### config.mk
export PLATFORM = sky130hd
export DESIGN_NAME = output_layer_trainer
export DESIGN_NICKNAME = d
export VERILOG_FILES = /design/src/rtl/nn_fixed_pkg.sv /design/src/rtl/nn_neuron_delta.sv /design/src/rtl/output_layer_trainer.sv
export SDC_FILE = /design/constraint.sdc
export NUM_CORES = 1
export LEC_CHECK = 0
export ABC_AREA = 1
export CELL_PAD_IN_SITES_DETAIL_PLACEMENT = 1
export CELL_PAD_IN_SITES_GLOBAL_PLACEMENT = 1
export CORE_ASPECT_RATIO = 1.4
export CORE_MARGIN = 8
export CORE_UTILIZATION = 45
export CTS_BUF_LIST = sky130_fd_sc_hd__clkbuf_4 sky130_fd_sc_hd__clkbuf_8 sky130_fd_sc_hd__clkbuf_16
export DETAILED_ROUTE_END_ITERATION = 10
export DONT_BUFFER_PORTS = 1
export GPL_ROUTABILITY_DRIVEN = 0
export MAX_ROUTING_LAYER = met4
export PLACE_DENSITY_LB_ADDON = 0.1
export SLEW_MARGIN = 10
export SYNTH_ARGS = -nofsm -noshare
export SYNTH_HDL_FRONTEND = slang
export SYNTH_SLANG_ARGS = --single-unit
export TNS_END_PERCENT = 1
### constraint.sdc
create_clock -name Clock -period 11.1 [get_ports Clock]
set_input_delay 2.22 -clock Clock [delete_from_list [all_inputs] [get_ports Clock]]
set_output_delay 2.22 -clock Clock [all_outputs]
set_load 0.01 [all_outputs]
### src/rtl/nn_fixed_pkg.sv
// Fixed-point defaults, saturation helper and trainer FSM state shared by the
// output-layer training datapath.
package nn_fixed_pkg;

  localparam int NN_W    = 10;
  localparam int NN_FRAC = 8;
  localparam int NN_ONE  = 1 << NN_FRAC;

  typedef enum logic [2:0] {
    ST_IDLE  = 3'd0,
    ST_DELTA = 3'd1,
    ST_READ  = 3'd2,
    ST_UPD   = 3'd3,
    ST_DONE  = 3'd4
  } trainer_state_e;

  // Clamp x to the range of a w-bit two's complement value.
  function automatic int sat_signed(input int x, input int w);
    int hi;
    int lo;
    hi = (1 << (w - 1)) - 1;
    lo = -(1 << (w - 1));
    if (x > hi) return hi;
    if (x < lo) return lo;
    return x;
  endfunction

endpackage

### src/rtl/nn_neuron_delta.sv
// Combinational output-neuron delta: (actual-cal) * cal*(1-cal), in fixed point,
// saturated to the signed data width.
module nn_neuron_delta
  import nn_fixed_pkg::*;
#(
  parameter int W    = NN_W,
  parameter int FRAC = NN_FRAC
) (
  input  logic [W-1:0] actual,
  input  logic [W-1:0] cal,
  output logic [W-1:0] delta
);

  localparam int ONE_L = 1 << FRAC;

  int err;
  int sp;
  int d;

  always_comb begin
    err = int'(actual) - int'(cal);
    // Sigmoid slope is meaningless above 1.0, so it is forced to zero there.
    sp = 0;
    if (int'(cal) <= ONE_L) sp = (int'(cal) * (ONE_L - int'(cal))) >>> FRAC;
    d = sat_signed((err * sp) >>> FRAC, W);
    delta = d[W-1:0];
  end

endmodule

### src/rtl/output_layer_trainer.sv
// Sequential output-layer trainer: computes one delta per output neuron, then
// sweeps the weight RAM read/modify/write applying the scaled delta*hidden update.
module output_layer_trainer
  import nn_fixed_pkg::*;
#(
  parameter int N_OUT    = 3,
  parameter int N_HID    = 5,
  parameter int W        = NN_W,
  parameter int FRAC     = NN_FRAC,
  parameter int LR_SHIFT = 2,
  parameter int AW       = 7,
  parameter int W_BASE   = 50
) (
  input  logic               Clock,
  input  logic               Rst,
  input  logic               start,
  input  logic               WE,
  input  logic [N_OUT*W-1:0] actual,
  input  logic [N_OUT*W-1:0] cal,
  input  logic [N_HID*W-1:0] hid,
  output logic               busy,
  output logic               done,
  output logic [N_OUT*W-1:0] delta,
  output logic [AW-1:0]      w_addr,
  input  logic [W-1:0]       w_rd_data,
  output logic               w_wr_en,
  output logic [W-1:0]       w_wr_data,
  output logic [2:0]         state_dbg
);

  localparam int KW = (N_OUT > 1) ? $clog2(N_OUT) : 1;
  localparam int JW = (N_HID > 1) ? $clog2(N_HID) : 1;

  trainer_state_e     state;
  logic [KW-1:0]      k;
  logic [JW-1:0]      j;
  logic               we_l;
  logic [N_OUT*W-1:0] delta_r;
  logic [W-1:0]       nd_delta;
  logic [W-1:0]       w_new;
  int                 dw_i;
  int                 wn_i;

  nn_neuron_delta #(.W(W), .FRAC(FRAC)) u_delta (
    .actual (actual[k*W +: W]),
    .cal    (cal[k*W +: W]),
    .delta  (nd_delta)
  );

  always_comb begin
    dw_i  = (int'($signed(delta_r[k*W +: W])) * int'(hid[j*W +: W])) >>> (FRAC + LR_SHIFT);
    wn_i  = sat_signed(int'($signed(w_rd_data)) + dw_i, W);
    w_new = wn_i[W-1:0];
  end

  // Write strobe is decoded from state so an async reset drops it immediately
  // and it always lines up with the address presented in the UPD cycle.
  assign w_wr_en   = (state == ST_UPD) && we_l;
  assign w_wr_data = (state == ST_UPD) ? w_new : '0;
  assign delta     = delta_r;
  assign state_dbg = state;

  always_ff @(posedge Clock or negedge Rst) begin
    if (!Rst) begin
      state   <= ST_IDLE;
      k       <= '0;
      j       <= '0;
      we_l    <= 1'b0;
      busy    <= 1'b0;
      done    <= 1'b0;
      delta_r <= '0;
      w_addr  <= '0;
    end else begin
      case (state)
        ST_IDLE: begin
          done <= 1'b0;
          if (start) begin
            we_l  <= WE;
            k     <= '0;
            busy  <= 1'b1;
            state <= ST_DELTA;
          end
        end
        ST_DELTA: begin
          delta_r[k*W +: W] <= nd_delta;
          if (k == KW'(N_OUT - 1)) begin
            k      <= '0;
            j      <= '0;
            w_addr <= AW'(W_BASE);
            state  <= ST_READ;
          end else begin
            k <= k + KW'(1);
          end
        end
        ST_READ: state <= ST_UPD;
        ST_UPD: begin
          // Weights are contiguous (k-major, j inner), so the address just increments.
          w_addr <= w_addr + AW'(1);
          state  <= ST_READ;
          if (j == JW'(N_HID - 1)) begin
            j <= '0;
            if (k == KW'(N_OUT - 1)) state <= ST_DONE;
            else k <= k + KW'(1);
          end else begin
            j <= j + JW'(1);
          end
        end
        ST_DONE: begin
          done  <= 1'b1;
          busy  <= 1'b0;
          state <= ST_IDLE;
        end
        default: state <= ST_IDLE;
      endcase
    end
  end

endmodule

# Word-level counts from Yosys, hierarchy flattened
# Cells that the tools add are included.
# Widths: inputs -> output; s select.
[classes]
addsub = 7
mul = 5
n_lt_le_gt_ge = 5
n_eq_ne = 10
shift = 6
muxes = 35
n_reduce_logical = 10
[ops]
columns = ["operator", "n"]
rows = [
  ["$shiftx 30x7->10", 3],
  ["$mux 10", 7],
  ["$mul 11x32->32", 2],
  ["$shiftx 50x8->10", 1],
  ["$neg 6->34", 1],
  ["$shift 10x34->30 const A", 1],
  ["$shiftx 10x34->30", 1],
  ["$mux 32", 1],
  ["$bwmux 30", 1],
  ["$gt 24x10->1 const B", 1],
  ["$lt 24x10->1 const B", 1],
  ["$mul 10x11->21", 1],
  ["$mux 3", 6],
  ["$mux 9", 2],
  ["$pmux 7 s2", 1],
  ["$add 10x11->12", 1],
  ["$gt 12x10->1 const B", 1],
  ["$lt 12x10->1 const B", 1],
  ["$pmux 3 s4", 1],
  ["$sub 10x10->11", 1],
  ["$sub 9x10->11 const A", 1],
  ["$le 10x9->1 const B", 1],
  ["$mux 2", 4],
  ["$reduce_and 2->1", 4],
  ["21 further kinds", 33],
]
[word_totals]
ff_bits = 48
inputBits = 124
out_inout_bits = 53
elab_cells = 86

# Longest topological paths before layout
# Gate-level depths: netlist of the first run.
[logic_depth]
depth_word = 13
ltp_mapped = 72
ltp_nobuf = 71

# Modules after synthesis
# From an unflattened synthesis of the first run, not the netlist that was laid out.
[hier_totals]
hier_cells = 2687
hier_area_um2 = 19293.5
[modules_own_cells]
columns = ["module", "n_inst", "cells_each", "area_per_inst_um2", "seq_area_each_um2"]
rows = [
  ["nn_neuron_delta", 1, 1602, 11598.6, 0.0],
  ["output_layer_trainer", 1, 1085, 7694.9, 1201.2],
]

# Least setup slack after synthesis of the first run
# OpenSTA, ideal clock, no wires.
[synth_timing]
kind = "input to register"
start = "input port cal[0]"
end = "register delta_r[17], in the netlist delta[17]"
setup_ps = 120
arrival_ps = 13583
t_required_ps = 10980
path_slack_ps = -2603
stages = 66
n_path_buf = 2
path_cell_list = "nor2_1 nor2_1 o21ai_0 nand2_2 inv_1 ha_1 nand3_1 nor3_1 nand3_1 inv_1 nor2_1 inv_1 nor2_1 fa_1 fa_1 inv_1 fa_1 fa_1 [... 30 more ...] o211ai_1 a21oi_1 or2_2 nand2_1 nand3_1 nand2_1 inv_1 nand2_4 nand2_4 nand2_4 buf_12 nand2_1 nand2_1 nand3_1 nand2_1 nand2_1 o21ai_1 nand2_1"
[synth_between]
elab_chain_len = 12
elab_cells_between_ends = 18
cone_classes = "2 x add/sub; 2 x mul; 3 x order compare; 2 x shift; 9 x mux"
[synth_rtl]
columns = ["item", "line_no", "source"]
rows = [
  ["start: declaration", "output_layer_trainer.sv:19", "input logic [N_OUT*W-1:0] cal,"],
  ["$shiftx 30x7->10 *", "output_layer_trainer.sv:46", ".cal (cal[k*W +: W]),"],
  ["$sub 9x10->11", "nn_neuron_delta.sv:24", "if (int'(cal) <= ONE_L) sp = (int'(cal) * (ONE_L - int'(cal))) >>> FRAC;"],
  ["$mul 11x32->32", "nn_neuron_delta.sv:24", ""],
  ["$mux 32", "nn_neuron_delta.sv:24", ""],
  ["$mul 11x32->32 *", "nn_neuron_delta.sv:25", "d = sat_signed((err * sp) >>> FRAC, W);"],
  ["$gt 24x10->1 or $lt 24x10->1 (tied branches)", "nn_fixed_pkg.sv:23, nn_fixed_pkg.sv:24", ""],
  ["$mux 9 or $mux 1 (tied branches)", "nn_fixed_pkg.sv:23, nn_fixed_pkg.sv:24", ""],
  ["$mux 10 or $mux 1 (tied branches)", "nn_fixed_pkg.sv:24", "if (x < lo) return lo;"],
  ["$mux 10", "nn_fixed_pkg.sv:25", "return x;"],
  ["$mux 10 *", "nn_fixed_pkg.sv:24", ""],
  ["$shiftx 10x34->30 *", "output_layer_trainer.sv:85", "delta_r[k*W +: W] <= nd_delta;"],
  ["$bwmux 30 *", "output_layer_trainer.sv:85", ""],
  ["end signal: indexed assignment", "output_layer_trainer.sv:85", ""],
  ["end: declaration", "output_layer_trainer.sv:38", "logic [N_OUT*W-1:0] delta_r;"],
]
# Mark *: on every way between the ends. The rest lies on a longest branch, timed or not. The select of a mux whose other input is x is not followed.
# A chain may end at the register's enable or synchronous reset.

# Worst setup path in the final report of the first run
[layout_timing]
start = "input port cal[0]"
end = "register delta_r[2], in the netlist delta[2]"
# The elaborated chain is that of the path after synthesis.

==> results by group, run 1 <==
Run status
  – Outcome: complete, but fails checks
  – Failing checks: setup timing

CTS
  – Clock Sinks: 48
  – H-tree depth: 2
  – Clk Latency, worst-skew pair: 0.30 ns
  – TritonCTS Buffers: 5
  – Clock Pin Slew Worst Setup and Hold Paths: 0.08 ns
  – CTS tree: yes
  – Clock root cell: clkbuf_16
  – CTS Hold Bufs: 0
  – CTS Buffer Depth: 2

Routing
  – Antenna-violating nets left: 0
  – DRC: 0
  – Wire per inst: 20.3 um
  – Vias per inst: 5.31
  – 1st-iter DRT viols: 803
  – DRT Wirelength: 78.4 mm
  – Drt first pass iters: 5
  – Vias: 20.5k

Worst setup path
  – Cell at the slowest stage of the critical path: fa_1
  – Crit path DAT: 13.65 ns
  – Reg2Reg Launch Point: k[0]$_DFFE_PN0P_
  – CP Launch Type: input pin
  – Path depth of the worst reg2reg path: 67
  – CP required: 11.29 ns
  – Crit path largest cell delay: 0.56 ns
  – Max FO, Critical Path: 5
  – R2R setup slack: -1.23 ns
  – Critical path origin: cal[0]
  – CP Capture Type: flop
  – Reg-to-reg endpoint: delta[2]$_DFFE_PN0P_
  – Crit path kind: input pin to flop

Layout
  – Layout cell share with drive strength beyond 1: 0.236
  – Ant. Diodes: 0
  – Synth-to-Final Area Change: 24.0%
  – # nets final: 3963
  – Finished Layout Cells: 3860
  – Fillers: 5951

Die
  – Core ar.: 47700 um2
  – Chip Width: 201 um
  – Chip height: 275 um
  – Die area: 55100 um2
  – Starting Density: 0.451
  – Std-Cell Rows: 95
  – IO Count: 177

STA
  – Rel. slew slack: 0.320
  – Setup ws final: -2.36 ns
  – Worst-Margin Slew: 1.02 ns
  – Final worst path period share: 1.21
  – Worst hold margin: 0.537 ns
  – Post-Route Setup TNS: -71.49 ns
  – Fmax: 74.3 MHz
  – Final Hold Vio Count: 0
  – Clk_skew: 0.00412 ns
  – Endpoints failing setup: 39
  – Slew Limit Fails: 0
  – RSZ-0062 raised after global routing: yes
  – Tmin final: 13.46 ns

Placement
  – DP HPWL: 67.2 mm
  – Post-Place Cells: 3799
  – Place WS: -3.03 ns
  – IO buf count: 0

Run
  – Max-cap violation count: 0

Synthesis
  – Yosys top cell by area: fa_1
  – Syn Area/Cell: 7.51 um2
  – Number of synthesized flops with an enable pin: 0
  – Syn Nets: 3598
  – Mapped Cells: 2864
  – Synth cell types: 57
  – Synth warn: 0
  – Yosys top cell area share: 0.362
  – Top_reg_cell synth: dfrtp_1
  – Cell Area, Synth: 21500 um2
  – FF+latch count, synth: 48
  – Sequential area share after synthesis: 0.0558
  – Synth async-reset ratio: 1.00
  – Main area contributors after synthesis: fa_1, ha_1, inv_1

Worst hold path
  – HP Class: flop to flop
  – Hold EP: we_l$_DFFE_PN0P_
  – Worst Hold Launch: we_l$_DFFE_PN0P_
  – Worst hold path depth: 2

Global route
  – Initial antenna violation count: 0
  – Vias in the first global route: 23.9k
  – Total track usage: 0.293
  – Largest net degree at the start of global routing: 49
  – First-pass GRT wire length: 125 mm
  – Gr ovfl total: 0
[through the flow]
step	instance area (um2)	util
2_1_floorplan	22100	-
4_1_cts	26100	0.548
6_report	26700	0.560
5_1_grt	26700	0.560
3_5_place_dp	25300	0.531
3_3_place_gp	25300	0.531
[worst max-delay path: cells and delay by family]
kind | cells | cell delay, ns
AO/OA/AOI/OAI | 9 | 1.20
adder cells (fa/ha/maj) | 14 | 6.13
AND/OR/NAND/NOR | 26 | 2.38
buffers and inverters | 19 | 1.73
[final cells by class]
cell class	instances	area (um2)	share of cell area
multi-input cells	2048	18600	0.697
flip-flops and latches	48	1200	0.0451
clock buffers	5	125	0.00469
repair buffers	410	3220	0.121
well taps	630	788	0.0295
clock inverters	3	47.5	0.00178
inverters	716	2710	0.101
[metal layers]
layer,global-route usage,share of wire,vias up
li1,-,-,9325
met1,0.292,0.35,10395
met2,0.569,0.55,525
met3,0.0200,0.028,237
met4,0.145,0.063,0
met5,-,0,-
[cells in the mapped netlist, types with 14 or more instances]
| cell | n |
|---|---|
| fa_1 | 389 |
| or2_2 | 26 |
| clkbuf_1 | 32 |
| xnor2_1 | 21 |
| xor2_1 | 41 |
| dfrtp_1 | 48 |
| nand3_1 | 111 |
| inv_1 | 697 |
| o21ai_0 | 65 |
| ha_1 | 221 |
| nor2_1 | 316 |
| nand2_1 | 572 |
| nor3_1 | 14 |
| nand4_1 | 15 |
| a21oi_1 | 117 |
[placed cells by master (no fill, tap or decap), types with 23 or more instances in the layout]
| cell type | n |
|---|---|
| o21ai_0 | 52 |
| a21oi_2 | 30 |
| nand3_2 | 23 |
| ha_1 | 186 |
| fa_2 | 26 |
| ha_4 | 35 |
| nor2_1 | 285 |
| or2_2 | 25 |
| buf_4 | 394 |
| nand2_2 | 52 |
| inv_1 | 657 |
| inv_2 | 43 |
| nand2_4 | 24 |
| dfrtp_1 | 47 |
| nor2_2 | 24 |
| xor2_1 | 40 |
| nand3_1 | 90 |
| fa_1 | 363 |
| nand2_1 | 520 |
| a21oi_1 | 85 |
[repair_timing]
item	CTS	global route
gates cloned	1	0
setup buffers	26	26
resized for setup	103	99
pin swaps	62	90
setup endpoints to repair	40	40
[worst max path at each step]
| stage | to | slack, ns | depth (start not counted) |
|---|---|---|---|
| 3_3_place_gp | delta[26]$_DFFE_PN0P_ | -2.79 | 57 |
| 6_report | delta[2]$_DFFE_PN0P_ | -2.36 | 68 |
| 3_5_place_dp | delta[26]$_DFFE_PN0P_ | -3.03 | 58 |
| 2_1_floorplan | delta[16]$_DFFE_PN0P_ | -1.52 | 65 |
| 5_1_grt | delta[4]$_DFFE_PN0P_ | -3.00 | 70 |
| 4_1_cts | delta[28]$_DFFE_PN0P_ | -2.22 | 64 |
[flip-flops by register name, indices dropped and copies added (netlist names)]
signal,flops
we_l,1
busy,1
done,1
k,2
state_dbg,3
delta,30
j,3
w_addr,7
[cell families after synthesis]
kind of cell	count (synthesis)	share of synthesized area
other cells	1	0.000174
flops	48	0.0558
simple gates	1105	0.217
fa+ha+maj	610	0.491
xor+xnor	62	0.0252
buf+inv	769	0.138
compound gates	269	0.0736
Power of run 1 is left out: the tool's default activity adds up to more than one toggle a clock period on the data nets, which glitch-free logic cannot reach.
==> run 2, diff against run 1 <==
--- a/config.mk
+++ b/config.mk
@@ -14,7 +14,6 @@
 export CTS_BUF_LIST = sky130_fd_sc_hd__clkbuf_4 sky130_fd_sc_hd__clkbuf_8 sky130_fd_sc_hd__clkbuf_16
 export DETAILED_ROUTE_END_ITERATION = 10
 export DONT_BUFFER_PORTS = 1
-export GPL_ROUTABILITY_DRIVEN = 0
 export MAX_ROUTING_LAYER = met4
 export PLACE_DENSITY_LB_ADDON = 0.1
 export SLEW_MARGIN = 10
==> results by group, run 2 (synthesized netlist as in run 1, its figures left out) <==
Worst setup path
  – Max FO, Critical Path: 4 (-1)
  – Top delay family on crit path: adder cells
  – Cell at the slowest stage of the critical path: fa_2
  – CP Launch Type: input pin
  – CP Capture Type: flop
  – CP required: 11.34 ns (+0.05 ns)
  – Crit path largest cell delay: 0.61 ns (+0.05 ns)
  – Crit path kind: input pin to flop
  – Crit path DAT: 13.65 ns (about the same)
  – Crit path buf inv count: 15 (-4)

Global route
  – Initial antenna violation count: 0 (unchanged)
  – Met1 usage: 0.293 (+0.000489)
  – Gr ovfl total: 0 (unchanged)
  – First-pass GRT wire length: 125 mm (-0.29%)
  – Largest net degree at the start of global routing: 49 (unchanged)
  – Top Usage Layer GRT: met2
  – Total track usage: 0.293 (+0.000904)
  – Vias in the first global route: 23.5k (-1.3%)
  – Met2 Track Usage GR: 0.577 (+0.00870)
  – GR Util met3: 0.0211 (+0.00106)

STA
  – Final Hold Vio Count: 0 (unchanged)
  – Rel. slew slack: 0.273 (-0.0473)
  – Post-Route Setup TNS: -67.68 ns (+3.81 ns)
  – Tmin final: 13.41 ns (-0.0554 ns)
  – Fmax: 74.6 MHz (+0.41%)
  – Clk_skew: 0.00733 ns (+0.00321 ns)
  – Setup ws final: -2.31 ns (+0.0554 ns)
  – Endpoints failing setup: 39 (unchanged)
  – Worst-Margin Slew: 1.09 ns (+0.0697 ns)
  – RSZ-0062 raised after global routing: yes
  – Slew Limit Fails: 0 (unchanged)
  – Final worst path period share: 1.21 (-0.00499)

Layout
  – Area of the multi-input gates: 18600 um2 (about the same)
  – Finished Layout Cells: 3851 (-0.23%)
  – Util after Layout: 0.557 (-0.00249)
  – Most frequent cells in the layout: inv_1, nand2_1, buf_4, fa_1, nor2_1
  – Ant. Diodes: 0 (unchanged)
  – Most common cell after layout, fill and taps aside: inv_1
  – Max reg flops: 30 (unchanged)
  – Synth-to-Final Area Change: 23.5%
  – # nets final: 3954 (-0.23%)
  – Layout cell share with drive strength beyond 1: 0.233 (-0.00307)
  – Fillers: 5955 (+0.067%)
  – Register area: 1200 um2 (unchanged)

Die
  – Std-Cell Rows: 95 (unchanged)
  – Chip height: 275 um (unchanged)
  – IO Count: 177 (unchanged)
  – Chip Width: 201 um (unchanged)
  – Core ar.: 47700 um2 (unchanged)
  – Die area: 55100 um2 (unchanged)
  – Starting Density: 0.451 (unchanged)

Routing
  – Vias per inst: 5.26 (-0.86%)
  – Vias: 20.3k (-1.1%)
  – Drt first pass iters: 5 (unchanged)
  – Wire per inst: 20.1 um (-0.86%)
  – Antenna-violating nets left: 0 (unchanged)
  – DRC: 0 (unchanged)
  – DRT Wirelength: 77.5 mm (-1.1%)
  – 1st-iter DRT viols: 661 (-18%)

Run status
  – Failing checks: setup timing
  – Outcome: complete, but fails checks

Worst hold path
  – HP Class: flop to flop

Placement
  – Placer Congestion: 0.972
  – IO buf count: 0 (unchanged)
  – Post-Place Cells: 3808 (+0.24%)
  – DP HPWL: 68.0 mm (+1.2%)

CTS
  – Clk Latency, worst-skew pair: 0.29 ns (about the same)
  – H-tree depth: 2 (unchanged)
  – CTS Buffer Depth: 2 (unchanged)
  – TritonCTS Buffers: 5 (unchanged)
  – Clock Pin Slew Worst Setup and Hold Paths: 0.08 ns (about the same)
  – CTS Hold Bufs: 0 (unchanged)
  – Clock root cell: clkbuf_16
  – CTS tree: yes
  – Clock Sinks: 48 (unchanged)

Run
  – Max-cap violation count: 0 (unchanged)
## run 2: cell count changes in the layout (fill, tap and decap cells not counted), sizes merged
cell	change
buf	-9
clkinv	-2
clkinvlp	+1
inv	+1
## run 2: what timing repair did
item,4_1_cts,5_1_grt
endpoints found under the hold margin,0,0
setup buffers,31,3
gates cloned,1,0
gates resized for setup,169,40
setup endpoints to repair,39,40
pin swaps,97,36
## run 2: worst reg2reg max path: cells and delay by family, from the launching register on
family | cells | cell delay, ns
AO/OA/AOI/OAI | 3 | 0.42
adder cells (fa/ha/maj) | 12 | 5.81
buffers and inverters | 22 | 2.17
flip-flops | 1 | 0.46
AND/OR/NAND/NOR | 34 | 3.37
## run 2: final timing paths
kind / end / start / depth (start not counted) / slack (ns)
max in group asynchronous: j[0]$_DFFE_PN0P_ / Rst / 0 / 9.38
min reg2reg: we_l$_DFFE_PN0P_ / we_l$_DFFE_PN0P_ / 2 / 0.57
min: we_l$_DFFE_PN0P_ / we_l$_DFFE_PN0P_ / 2 / 0.57
min in group asynchronous: delta[3]$_DFFE_PN0P_ / Rst / 0 / 1.61
max reg2reg: delta[3]$_DFFE_PN0P_ / k[0]$_DFFE_PN0P_ / 71 / -1.15
max: delta[3]$_DFFE_PN0P_ / cal[0] / 63 / -2.31
## run 2: through the flow
stage | setup WS, ns | hold WS, ns | area (um2)
finish | -2.31 | 0.574 | 26600
global route | -2.90 | 0.593 | 26600
CTS | -2.18 | 0.546 | 26400
detailed placement | -3.08 | 0.534 | 25400
global placement | -2.83 | 0.497 | 25400
floorplan | -1.52 | 0.481 | 22100
## run 2: metal layers
| metal | share of wire | vias to the layer above |
|---|---|---|
| li1 | - | 9297 |
| met1 | 0.36 | 10323 |
| met2 | 0.56 | 463 |
| met3 | 0.028 | 175 |
| met4 | 0.054 | 0 |
| met5 | 0 | - |
## run 2: area by class of cell
type / instances / share of cell area
clock buffers: 5 / 0.00471
clock inverters: 3 / 0.00174
inverters: 716 / 0.102
multi-input cells: 2048 / 0.700
flip-flops and latches: 48 / 0.0453
well taps: 630 / 0.0297
repair buffers: 401 / 0.117
Power of run 2 is left out for the same reason.
